$ cat src/rtl/pipeline_pkg.sv
// Shared pipeline definitions: datapath width, bubble word and fetch-entry layout.
package pipeline_pkg;

   localparam int unsigned DATA_W = 32;
   localparam logic [DATA_W-1:0] NOP_INSTR = 32'h0000_0000;

   typedef struct packed {
      logic [DATA_W-1:0] instr;
      logic [DATA_W-1:0] pcPlus4;
   } fetchEntry_t;

   localparam int unsigned ENTRY_W = $bits(fetchEntry_t);

endpackage

$ cat src/rtl/fetch_queue_store.sv
// Fetch-queue storage: DEPTH entries, synchronous write, asynchronous read.
module fetch_queue_store #(
   parameter int unsigned DEPTH   = 2,
   parameter int unsigned ENTRY_W = 64,
   parameter int unsigned PTR_W   = 1
) (
   input  logic               CLOCK,
   input  logic               WriteEnable,
   input  logic [PTR_W-1:0]   WriteAddress,
   input  logic [ENTRY_W-1:0] WriteData,
   input  logic [PTR_W-1:0]   ReadAddress,
   output logic [ENTRY_W-1:0] ReadData
);

   logic [ENTRY_W-1:0] mem [DEPTH];

   // Contents are never cleared; validity is tracked by the controller.
   always_ff @(posedge CLOCK) begin
      if (WriteEnable) begin
         mem[WriteAddress] <= WriteData;
      end
   end

   assign ReadData = mem[ReadAddress];

endmodule

$ cat src/rtl/if_id_fetch_queue.sv
// Show-ahead instruction queue between IF and ID; stalls IF when full, drops all on redirect.
module if_id_fetch_queue
   import pipeline_pkg::*;
#(
   parameter int unsigned DEPTH = 2,
   parameter int unsigned DATA_W = pipeline_pkg::DATA_W,
   parameter logic [DATA_W-1:0] NOP_INSTR = pipeline_pkg::NOP_INSTR
) (
   input  logic                      CLOCK,
   input  logic                      RESET,
   input  logic                      STALL,
   input  logic                      FLUSH,
   input  logic                      FetchValid_IN,
   input  logic [DATA_W-1:0]         Instruction_IN,
   input  logic [DATA_W-1:0]         InstructionAddressPlus4_IN,
   output logic [DATA_W-1:0]         Instruction_OUT,
   output logic [DATA_W-1:0]         InstructionAddressPlus4_OUT,
   output logic                      Valid_OUT,
   output logic                      FetchStall_OUT,
   output logic [$clog2(DEPTH):0]    Count_OUT
);

   localparam int unsigned PTR_W   = $clog2(DEPTH);
   localparam int unsigned CNT_W   = $clog2(DEPTH) + 1;
   localparam int unsigned STORE_W = 2 * DATA_W;

   logic [PTR_W-1:0]   rdPtr;
   logic [PTR_W-1:0]   wrPtr;
   logic [CNT_W-1:0]   count;
   logic               isFull;
   logic               pop;
   logic               push;
   logic               writeEnable;
   logic [STORE_W-1:0] writeData;
   logic [STORE_W-1:0] headData;

   assign isFull      = (count == CNT_W'(DEPTH));
   assign pop         = Valid_OUT && !STALL;
   assign push        = FetchValid_IN && (!isFull || pop);
   assign writeEnable = RESET && !FLUSH && push;
   assign writeData   = {Instruction_IN, InstructionAddressPlus4_IN};

   // Pointers wrap naturally since DEPTH is a power of two; count resolves full vs empty.
   always_ff @(posedge CLOCK) begin
      if (!RESET) begin
         rdPtr <= '0;
         wrPtr <= '0;
         count <= '0;
      end else if (FLUSH) begin
         rdPtr <= '0;
         wrPtr <= '0;
         count <= '0;
      end else begin
         if (push) begin
            wrPtr <= wrPtr + PTR_W'(1);
         end
         if (pop) begin
            rdPtr <= rdPtr + PTR_W'(1);
         end
         if (push && !pop) begin
            count <= count + CNT_W'(1);
         end else if (pop && !push) begin
            count <= count - CNT_W'(1);
         end
      end
   end

   // A fetch presented while full with no drain is lost.
   always_ff @(posedge CLOCK) begin
      if (RESET && !FLUSH && FetchValid_IN) begin
         assert (push)
            else $warning("fetch queue overflow: fetch dropped while full");
      end
   end

   fetch_queue_store #(
      .DEPTH   (DEPTH),
      .ENTRY_W (STORE_W),
      .PTR_W   (PTR_W)
   ) store (
      .CLOCK        (CLOCK),
      .WriteEnable  (writeEnable),
      .WriteAddress (wrPtr),
      .WriteData    (writeData),
      .ReadAddress  (rdPtr),
      .ReadData     (headData)
   );

   assign Valid_OUT                   = (count != '0);
   assign FetchStall_OUT              = isFull;
   assign Count_OUT                   = count;
   assign Instruction_OUT             = Valid_OUT ? headData[STORE_W-1:DATA_W] : NOP_INSTR;
   assign InstructionAddressPlus4_OUT = Valid_OUT ? headData[DATA_W-1:0] : '0;

endmodule

$ cat config.mk
export PLATFORM = sky130hd
export DESIGN_NAME = if_id_fetch_queue
export DESIGN_NICKNAME = d
export VERILOG_FILES = /design/src/rtl/pipeline_pkg.sv /design/src/rtl/fetch_queue_store.sv /design/src/rtl/if_id_fetch_queue.sv
export SDC_FILE = /design/constraint.sdc
export NUM_CORES = 1
export LEC_CHECK = 0
export ABC_AREA = 0
export ABC_CLOCK_PERIOD_IN_PS = 7100
export CORE_UTILIZATION = 49
export DETAILED_ROUTE_END_ITERATION = 6
export HOLD_SLACK_MARGIN = 0.12
export PLACE_DENSITY = 0.79
export SLEW_MARGIN = 10
export SYNTH_ARGS = -nofsm -noshare
export SYNTH_HDL_FRONTEND = slang
export SYNTH_HIERARCHICAL = 1
export SYNTH_SLANG_ARGS = --single-unit
$ cat constraint.sdc
create_clock -name CLOCK -period 7.1 [get_ports CLOCK]
set_input_delay 2.13 -clock CLOCK [delete_from_list [all_inputs] [get_ports CLOCK]]
set_output_delay 2.13 -clock CLOCK [all_outputs]
set_load 0.03 [all_outputs]
==> Yosys cells after proc, flatten, opt, wreduce, memory -nomap -nowiden <==
Memories as Yosys holds them, arrays and structs flattened. A register that Yosys moved wholly into a read port is not among the register bits.
Index checks and enable logic that the tools add are counted.
{ "word_totals": {"mem_count": 1, "input_bits": 69, "ram_bits": 128, "regBits": 4} }
{ "mem_list": {"columns": ["memory", "depth", "width", "read_ports", "rd_clocked_by_memory_dff", "wr", "line", "text"], "rows": [
  ["store.mem", 2, 64, 1, 1, 1, "fetch_queue_store.sv:15", "logic [ENTRY_W-1:0] mem [DEPTH];"]
]} }
{ "op_classes": {"n_eq_ne": 1, "add_sub_neg": 4, "n_bitwise": 1, "muxes": 8, "n_reduce_logical": 15} }
{ "ops": {"columns": ["op", "count"], "rows": [
  ["$mux 32", 2],
  ["$logic_and 1x1->1", 6],
  ["$logic_not 1->1", 5],
  ["$mux 1", 4],
  ["$mux 2", 2],
  ["$reduce_bool 2->1", 2],
  ["$add 1x1->1 const B", 2],
  ["$add 2x1->2 const B", 1],
  ["$eq 2x2->1 const B", 1],
  ["$reduce_or 2->1", 1],
  ["$sub 2x1->2 const B", 1],
  ["$logic_or 1x1->1", 1],
  ["$not 1->1", 1]
]} }

==> Longest topological paths before layout <==
Gate-level depths: netlist (run 1).
{ "logic_depth": {"ltp_word": 8, "ltp_mapped": 6, "mapped_depth_nobuf": 6} }

==> Hierarchy <==
The synthesis (run 1) kept the hierarchy.
{ "by_module_without_submodules": {"columns": ["module", "area_per_inst_um2", "cells_each", "seq_area_each_um2", "n_inst"], "rows": [
  ["fetch_queue_store", 4933.5, 201, 3843.7, 1],
  ["if_id_fetch_queue", 685.7, 95, 80.1, 1]
]} }

==> Least setup slack after synthesis (run 1) <==
No wires, ideal clock.
{ "synth_path": {"kind": "input to register", "startpoint": "in RESET", "endpoint": "mem store.mem[0][0], enable pin", "arrival_time_ns": 5.339, "n_path_buf": 0, "cell_stages": 3, "slack_ns": 1.267, "required_time_ns": 6.606, "setup_time_ns": 0.494, "path_cell_list": "nor2b_1 and3_1 nor2b_1"} }
{ "synth_via": {"elab_chain_cells": 4} }
{ "synth_lines": {"columns": ["element", "line", "text"], "rows": [
  ["from (decl)", "if_id_fetch_queue.sv:10", "input logic RESET,"],
  ["$logic_and 1x1->1", null, null],
  ["$logic_and 1x1->1", "if_id_fetch_queue.sv:40", "assign writeEnable = RESET && !FLUSH && push;"],
  ["net writeEnable", "if_id_fetch_queue.sv:33", "logic writeEnable;"],
  ["$mux 1", "fetch_queue_store.sv:19", "if (WriteEnable) begin"],
  ["$mux 1 (implied by the code)", "fetch_queue_store.sv:20", "mem[WriteAddress] <= WriteData;"],
  ["to (decl)", "fetch_queue_store.sv:15", null]
]} }
The timed path passes the listed nets, and every way through them passes these cells.

==> flow_summary.toml, run 1 <==
[run_status]
status = "finished, final reports clean"

[min_path]
whs_endpoint = "Count_OUT[1]"
hold_class = "flop to flop"
hp-start = "Count_OUT[1]"
min_path_cells = 2

[clock_tree]
clk_pin_slew_ps = 50
postCtsSetupRepairBufs = 0
cts_buffers = 17
root_buffer = "clkbuf_16"
worst_skew_pair.late_latency_ps = 400
htreeDepth = 4
cts.path.max_buffers = 2
hold_buffers = 0
clock_sinks = 132
cts_tree = "built"
cts_resized = 0

[synth]
ys_types = 22
synth_seq_cells = 132
synth_nets = 366
yosysWarningCount = 6
synth.avg_cell_area_sq_um = 19.0
synthCells = 296
synthesis.area_sq_mm = 0.00562
synth_seq_area_share_pct = 69.8

[power]
irDropWorstVdd_uv = 174
seqPwrFrac_pct = 44.6
p_int_w = 0.00155
combPwrFrac_pct = 12.1
powerDensity_mw_per_mm2 = 261
power_leakage_nw = 2.68
clock_power_share_pct = 43.2
switching_share_pct = 21.8
p_sw_w = 0.000431

[setup_path]
path_class = "flop to output pin"
cp.arrival_ps = 2850
crit_chain = "buf_4, mux2_4, and2_1, clkdlybuf4s50_1"
cpMaxStageDelayCell = "dfxtp_4"
cp_num_buf_inv = 2
cp-startpoint = "rdPtr"
critPathMaxStageDelay_ps = 880
reg2reg_to = "store/mem[0][8]"
regToRegStartpoint = "Count_OUT[0]"
worstRegToRegCells = 4
crit_family = "buffers and inverters"
start_kind = "flop"
cp-end-kind = "output pin"
cp_max_fo = 45
r2r_slack_ps = 4490
required_ps = 4970

[detailed_routing]
highest_layer = "met4"
drtAntennaViolNets = 0
drc = 0
via_per_inst = 4.96
wl_met1_microns = 3810
vias = 2939
drtIter0Drc = 94
wl_met2_microns = 5170
drt-total-wl_microns = 9600
met3_length_microns = 554
firstDrtPassIters = 4
wl_per_cell_microns = 16.2

[floorplan]
chipHeight_microns = 109
pin_count = 137
core-area_sq_mm = 0.0110
num_rows = 38
fp.dieArea_sq_mm = 0.0119
dieWidth_microns = 109
start_util_pct = 51.2

[global_routing]
grt_antenna_before_repair = 0
track_usage_pct = 17.2
grt_overflow = 0
grt_max_degree = 66
grt_pass1_wl_microns = 14800
grt_pass1_vias = 3043

[placed_design]
portBuffers = 136
place_hpwl_microns = 6060
pre_cts_ws_ps = 2280
gp_congestion = 0.701
dp_cells = 561

[timing]
hold_violations = 0
holdWs_ps = 573
rsz0062_at_grt = "no"
setup_slack_ps = 2120
maxSlewViolCount = 0
min_period_ps = 4980
period_share_pct = 70.1
slew_headroom_pct = 26.1
fmax_mhz = 201
worst_slew_pin_slew_ps = 1110
setup_viol = 0
skew_ps = 10.8
setup_tns_ps = 0

[finish]
final_layout_size_suffix_gt1_share_pct = 22.1
synthToLayoutAreaGrowth_pct = 34.9
final_cell_count_no_fill = 593
n_antenna_cell = 0
finalNetCount = 510

[flow_run]
cap_violations = 0
[worst max-delay path by stage]
stage               slack (ps)  cells past startpoint                              end
floorplan                 1270                      3                  store/mem[0][0]
global placement          2350                      5                  store/mem[0][9]
detailed placement        2280                      5                  store/mem[0][9]
CTS                       2060                      4  InstructionAddressPlus4_OUT[23]
global route              1980                      4  InstructionAddressPlus4_OUT[19]
finish                    2120                      4  InstructionAddressPlus4_OUT[20]
[cells in the mapped netlist]
cell        n  area (sq um)
edfxtp_1  128          3840
and2_1     66           413
mux2_4     60           901
buf_6       7          78.8
buf_12      6           120
dfxtp_1     4          80.1
mux2_2      4          45.0
nor2b_1     3          18.8
xor2_1      3          26.3
nor2_1      2          7.51
o21ai_0     2          10.0
a21oi_1     1          5.00
and3_1      1          6.26
buf_2       1          5.00
ha_1        1          12.5
nand2_1     1          3.75
nand2b_1    1          6.26
nand3b_1    1          7.51
nand4b_1    1          8.76
o21bai_1    1          7.51
or2_1       1          6.26
or3_1       1          6.26
[power groups by stage]
stage	Combinational [W]	Sequential [W]	Clock [W]
floorplan	0.000142	0.000896	0
global placement	0.000237	0.000897	0
detailed placement	0.000241	0.000898	0
CTS	0.000243	0.000883	0.000869
global route	0.000254	0.000884	0.000903
finish	0.000240	0.000882	0.000855
[stage by stage]
stage,power [W],area (sq um),util [%]
2_1_floorplan,0.00104,5620,-
3_3_place_gp,0.00113,6990,63.6
3_5_place_dp,0.00114,6990,63.6
4_1_cts,0.00199,7580,69.0
5_1_grt,0.00204,7580,69.0
6_report,0.00198,7580,69.0
[cell type report]
type,instances,area [sq um]
Multi-Input combinational cell,150,1500
Tap cell,140,175
Timing Repair Buffer,139,1380
Clock inverter,13,159
Fill cell,747,3400
Clock buffer,19,433
Sequential cell,132,3930
[worst min-delay path: stages, from the launching register on]
cell	delay [ps]
dfxtp_1	360
o21ai_0	100
a21oi_1	60
[placed cells by master (no fill, tap or decap), drive strengths merged]
cell type / n
xor2: 3
inv: 1
nor2: 2
mux2: 64
and3: 1
nand2b: 1
bufinv: 3
edfxtp: 128
nand3b: 1
clkbuf: 19
clkdlybuf4s50: 136
o21ai: 2
buf: 3
nor2b: 3
clkinvlp: 2
a21oi: 1
nand4b: 1
ha: 1
or2: 1
nand2: 1
dfxtp: 4
clkinv: 7
and2: 66
or3: 1
o21bai: 1
[routing by layer]
metal	up-vias	global-route usage, %
met5	-	0
met4	0	7.24
met3	7	4.72
met2	110	30.8
met1	1439	19.1
li1	1383	-
[kinds of logic after synthesis]
logic type	share of synthesized area [%]
xor gates and xnor gates	0.468
and+or+nand+nor	8.62
adders and majority gates	0.223
AOI/OAI and AO/OA	0.401
DFF	69.8
buffers and inverters	3.63
muxes	16.8
[registers in the layout (all words and copies together), names as in the netlist]
signal,cells
store/mem,128
rdPtr,1
wrPtr,1
Count_OUT,2
Power figures use the tool's default switching activity.
==> inputs of run 2 (changes only) <==
- ABC_CLOCK_PERIOD_IN_PS: 7100 -> 5100
- clock period: 7.1 -> 5.1 ns (I/O delays scaled with it)
==> run 2 against run 1 <==
Compared with the run above:
- register-to-register slack worse by 1600 ps
- routed wire length is 0.69% higher
- global-route usage is 0.16 points lower
- critical path depth stayed put
- cell area is 0.66% higher
- critical path type unchanged
- largest cell class unchanged
==> flow_summary.toml, run 2 (same netlist as run 1, synthesis figures left out) <==
[run_status]
status = "finished, final reports clean"

[power]
power_leakage_nw = 2.69
p_sw_w = 0.000603
combPwrFrac_pct = 12.0
finalPower_w = 0.00281
p_int_w = 0.00220
clock_power_share_pct = 44.3
powerDensity_mw_per_mm2 = 368
switching_share_pct = 21.5
seqPwrFrac_pct = 43.7
irDropWorstVdd_uv = 238

[global_routing]
grt_overflow = 0
grt_antenna_before_repair = 0
grt_max_degree = 66
grt_pass1_wl_microns = 14600
grt_pass1_vias = 3008
track_usage_pct = 17.0

[timing]
period_share_pct = 80.5
hold_violations = 0
fmax_mhz = 244
worst_slew_pin_slew_ps = 924
min_period_ps = 4100
holdWs_ps = 562
skew_ps = 7.85
rsz0062_at_grt = "no"
slew_headroom_pct = 38.4
setup_tns_ps = 0
setup_viol = 0
maxSlewViolCount = 0

[floorplan]
dieWidth_microns = 109
pin_count = 137
chipHeight_microns = 109
core-area_sq_mm = 0.0110
num_rows = 38
start_util_pct = 51.2
fp.dieArea_sq_mm = 0.0119

[finish]
synthToLayoutAreaGrowth_pct = 35.8
n_antenna_cell = 0
mostFrequentLayoutCells = "136 x clkdlybuf4s50_1, 128 x edfxtp_1, 65 x and2_1"
fillerInstances = 738
finalNetCount = 510
final_layout_size_suffix_gt1_share_pct = 22.1
largest_reg_flops = 128
final_common_cell = "clkdlybuf4s50_1"
regMostFlops = "store/mem"

[detailed_routing]
drt-total-wl_microns = 9660
wl_per_cell_microns = 16.3
via_per_inst = 4.90
vias = 2907
drc = 0
firstDrtPassIters = 4
drtIter0Drc = 112
drtAntennaViolNets = 0

[min_path]
hold_class = "flop to flop"

[placed_design]
gp_congestion = 0.753
portBuffers = 136
place_hpwl_microns = 6050

[clock_tree]
worst_skew_pair.late_latency_ps = 400
cts_tree = "built"
root_buffer = "clkbuf_16"
clock_sinks = 132
postCtsSetupRepairBufs = 0
hold_buffers = 0
clk_pin_slew_ps = 60
htreeDepth = 4
cts_buffers = 17
cts_resized = 0
cts.path.max_buffers = 2

[setup_path]
cp.arrival_ps = 2570
cpMaxStageDelayCell = "dfxtp_4"
required_ps = 3570
cp-end-kind = "output pin"
cp_max_fo = 37
path_class = "flop to output pin"
critPathMaxStageDelay_ps = 710
crit_chain = "buf_12, mux2_2, and2_1, clkdlybuf4s50_1"
start_kind = "flop"

[flow_run]
cap_violations = 0
==> run 2: cell types whose count changed in the layout (fill, tap and decap cells not counted) <==
cell	previous run	this run
bufinv_16	3	4
buf_4	3	1
clkinv_2	3	2
buf_12	0	2
and2_4	0	1
clkinv_4	3	2
clkinvlp_4	2	3
and2_2	1	0
==> run 2: stage by stage <==
stage	util, %	instance area (sq um)	worst slack, ps	cells
finish	69.5	7630	996	593
global placement	63.9	7010	1340	561
floorplan	-	5620	1110	296
CTS	69.5	7630	937	593
detailed placement	63.9	7010	1270	561
global route	69.5	7630	811	593
==> run 2: layout make-up <==
cell class                      count  area [sq um]  area share, %
Timing Repair Buffer              139          1410           18.5
Sequential cell                   132          3930           51.5
Multi-Input combinational cell    150          1500           19.7
Clock inverter                     13           183           2.39
Clock buffer                       19           433           5.67
Tap cell                          140           175           2.30
==> run 2: power by group through the flow <==
stage / Clock, W / Sequential (W) / Combinational (W)
after global routing: 0.00131 / 0.00123 / 0.000356
after CTS: 0.00127 / 0.00123 / 0.000340
after detailed placement: 0 / 0.00125 / 0.000338
after global placement: 0 / 0.00125 / 0.000333
final: 0.00124 / 0.00123 / 0.000336
after floorplan: 0 / 0.00125 / 0.000198
==> run 2: metal layers <==
metal | global-route usage (%) | share of wire, %
met1 | 19.7 | 41
met2 | 29.4 | 52
met3 | 4.96 | 6.0
met4 | 7.24 | 1.1
met5 | 0 | 0
==> run 2: worst paths after layout <==
kind / cells after the start / to / slack [ps] / startpoint
max: 4 / Instruction_OUT[31] / 1000 / rdPtr
min: 2 / Count_OUT[1] / 560 / Count_OUT[1]
max reg2reg: 4 / store/mem[0][48] / 2930 / Count_OUT[0]
min reg2reg: 2 / Count_OUT[1] / 560 / Count_OUT[1]
==> run 2: critical path, delay by kind of cell (launching register included) <==
family,cells,cell delay [ps]
buf+inv,2,940
flops,1,710
mux,1,370
simple gates,1,130
==> patch (settings of run 1) <==
`DEPTH` is set to 2 in 2 places; all go to 4.
--- a/src/rtl/fetch_queue_store.sv
+++ b/src/rtl/fetch_queue_store.sv
@@ -1,6 +1,6 @@
 // Fetch-queue storage: DEPTH entries, synchronous write, asynchronous read.
 module fetch_queue_store #(
-   parameter int unsigned DEPTH   = 2,
+   parameter int unsigned DEPTH   = 4,
    parameter int unsigned ENTRY_W = 64,
    parameter int unsigned PTR_W   = 1
 ) (
--- a/src/rtl/if_id_fetch_queue.sv
+++ b/src/rtl/if_id_fetch_queue.sv
@@ -2,7 +2,7 @@
 module if_id_fetch_queue
    import pipeline_pkg::*;
 #(
-   parameter int unsigned DEPTH = 2,
+   parameter int unsigned DEPTH = 4,
    parameter int unsigned DATA_W = pipeline_pkg::DATA_W,
    parameter logic [DATA_W-1:0] NOP_INSTR = pipeline_pkg::NOP_INSTR
 ) (
Ports: changed (resized Count_OUT); port bits go from 137 to 138. No check against the original RTL was run, so the function may have changed too.
==> patch against run 1 <==
- core utilization shrank 6.9 points
- via count grew 64%
- area after synthesis grew 81%
- first-iteration DRC count grew to 2.8 times the old value
- sequential cell count grew 131
- worst setup slack lost 0.23 ns
- sequential power grew 97%
- non-clock buffer count grew 3
- design area grew 66%
- die area grew 79%
- total power grew 77%
- count of clock-buffer cells in the layout grew 16
- routed wire length grew 92%
- largest cell class unchanged
==> patch: results (changes against run 1) <==
* Status: completed
* Synth cell types at 30 (+36%)
* First-pass GRT wire length at 29.2 mm (+98%)
* Root buf cell: clkbuf_16
* Final HPWL DP at 10.5 mm (+73%)
* Mapped Nets at 521 (+42%)
* DR iter-0 viols at 265 (+180%)
* Layout net count at 670 (+31%)
* EDFF count, synth at 256 (+100%)
* Seq/Total Area, Yosys at 76.9% (+7.1 points)
* Layout cell share with drive strength beyond 1 at 17.6% (-4.4 points)
* Vias/cell at 5.43 (+9.6%)
* Top post-synthesis cells by area: edfxtp_1, mux4_2, and2_1, dfxtp_1, buf_12
* Worst Path Max Fanout at 26 (-42%)
* Worst path arrival time at 3.07 ns (+0.22 ns)
* Vias in the first global route at 5,421 (+78%)
* Later-pin clock latency in the skew report at 0.51 ns (+0.11 ns)
* Clk_skew at 0.0158 ns (+0.00499 ns)
* TritonCTS buffer count at 26 (+9)
* Initial antenna violation count at 0 (unchanged)
* Gr ovfl total at 0 (unchanged)
* # DRC at 0 (unchanged)
* Clock tree buffer depth at 3 (+1)
* Fill cells at 1,408 (+88%)
* Sw Pwr at 0.000760 W (+76%)
* Drt first pass iters at 5 (+1)
* RD Place Congestion at 0.729 (+4.1%)
* PortBufs at 137 (+0.74%)
* Largest register FFs at 256 (+100%)
* Ys Warns at 6 (unchanged)
* # rows at 52 (+37%)
* Routed WL at 18.4 mm (+92%)
* Area after DPL at 11,700 µm² (+68%)
* Synth cell count leaders: edfxtp_1, and2_1, mux4_2, buf_2, dfxtp_1
* VDD IR max at 184 µV (+6.1%)
* Leakage power total at 3.95 nW (+47%)
* Htree depth at 1 (-3)
* Tot GR Track Use at 17.9% (+0.70 points)
* Largest net degree at the start of global routing at 67 (+1.5%)
* Relative slew slack at 26.2% (about the same)
-- patch: changes by cell type after synthesis, moves of 3 or more --
cell | run 1 | this run
mux2_2 | 4 | 0
dfxtp_1 | 4 | 7
or3_1 | 1 | 4
buf_2 | 1 | 7
edfxtp_1 | 128 | 256
mux4_1 | 0 | 4
mux2_4 | 60 | 0
a21oi_1 | 1 | 4
mux4_2 | 0 | 60
-- patch: per-stage QoR --
stage	util, %	hold WS (ns)	worst slack [ns]	instances	power, W
finish	62.1	0.580	1.90	888	0.00350
global route	62.1	0.600	1.67	888	0.00361
CTS	62.1	0.565	1.78	888	0.00354
detailed placement	57.8	0.551	2.25	841	0.00216
global placement	57.8	0.533	2.34	841	0.00216
floorplan	-	0.457	1.46	450	0.00200
-- patch: final cells by class --
| cell class | count | area share [%] |
|---|---|---|
| clock buffer | 35 | 5.60 |
| clock inverter | 12 | 1.26 |
| inverter | 2 | 0.0596 |
| multi-input combinational | 164 | 17.0 |
| sequential | 263 | 62.2 |
| tap | 270 | 2.68 |
| timing repair buffer | 142 | 11.2 |
-- patch: per-layer routing --
layer  GRT usage [%]  vias to the layer above  wire (µm)
met5               0                        -          0
met1            21.3                     2502       7180
met2            32.4                      152       9810
met3            3.88                       35        989
met4            5.73                        0        452
li1                -                     2136          -
-- patch: path summary, 6_finish.rpt --
path / slack [ns] / cells past startpoint / startpoint / to
worst min register to register: 0.58 / 2 / wrPtr[0] / wrPtr[0]
worst min-delay path: 0.58 / 2 / wrPtr[0] / wrPtr[0]
worst max register to register: 4.33 / 9 / Count_OUT[0] / Count_OUT[2]
worst max-delay path: 1.90 / 4 / rdPtr[0] / InstructionAddressPlus4_OUT[16]
-- patch: cell families (layout without fill, tap and decap cells) --
group	Yosys count	in the layout	synth area share, %
AOI/OAI and AO/OA	9	9	0.442
xor gates and xnor gates	2	2	0.172
adders and majority gates	2	2	0.320
buffers and inverters	23	191	2.27
DFF	263	263	76.9
muxes	65	65	14.4
and+or+nand+nor	86	86	5.49
-- patch: power groups by stage --
stage,logic [W],clock network (W),registers (W)
final,0.000391,0.00137,0.00174
after global routing,0.000416,0.00145,0.00174
after CTS,0.000397,0.00140,0.00174
after detailed placement,0.000395,0,0.00177
after global placement,0.000389,0,0.00177
after floorplan,0.000230,0,0.00177
-- patch: worst max-delay path: stages (launching register included) --
cell	delay, ns
dfxtp_4	0.66
buf_4	0.52
mux4_2	0.57
and2_1	0.15
clkdlybuf4s50_1	0.63
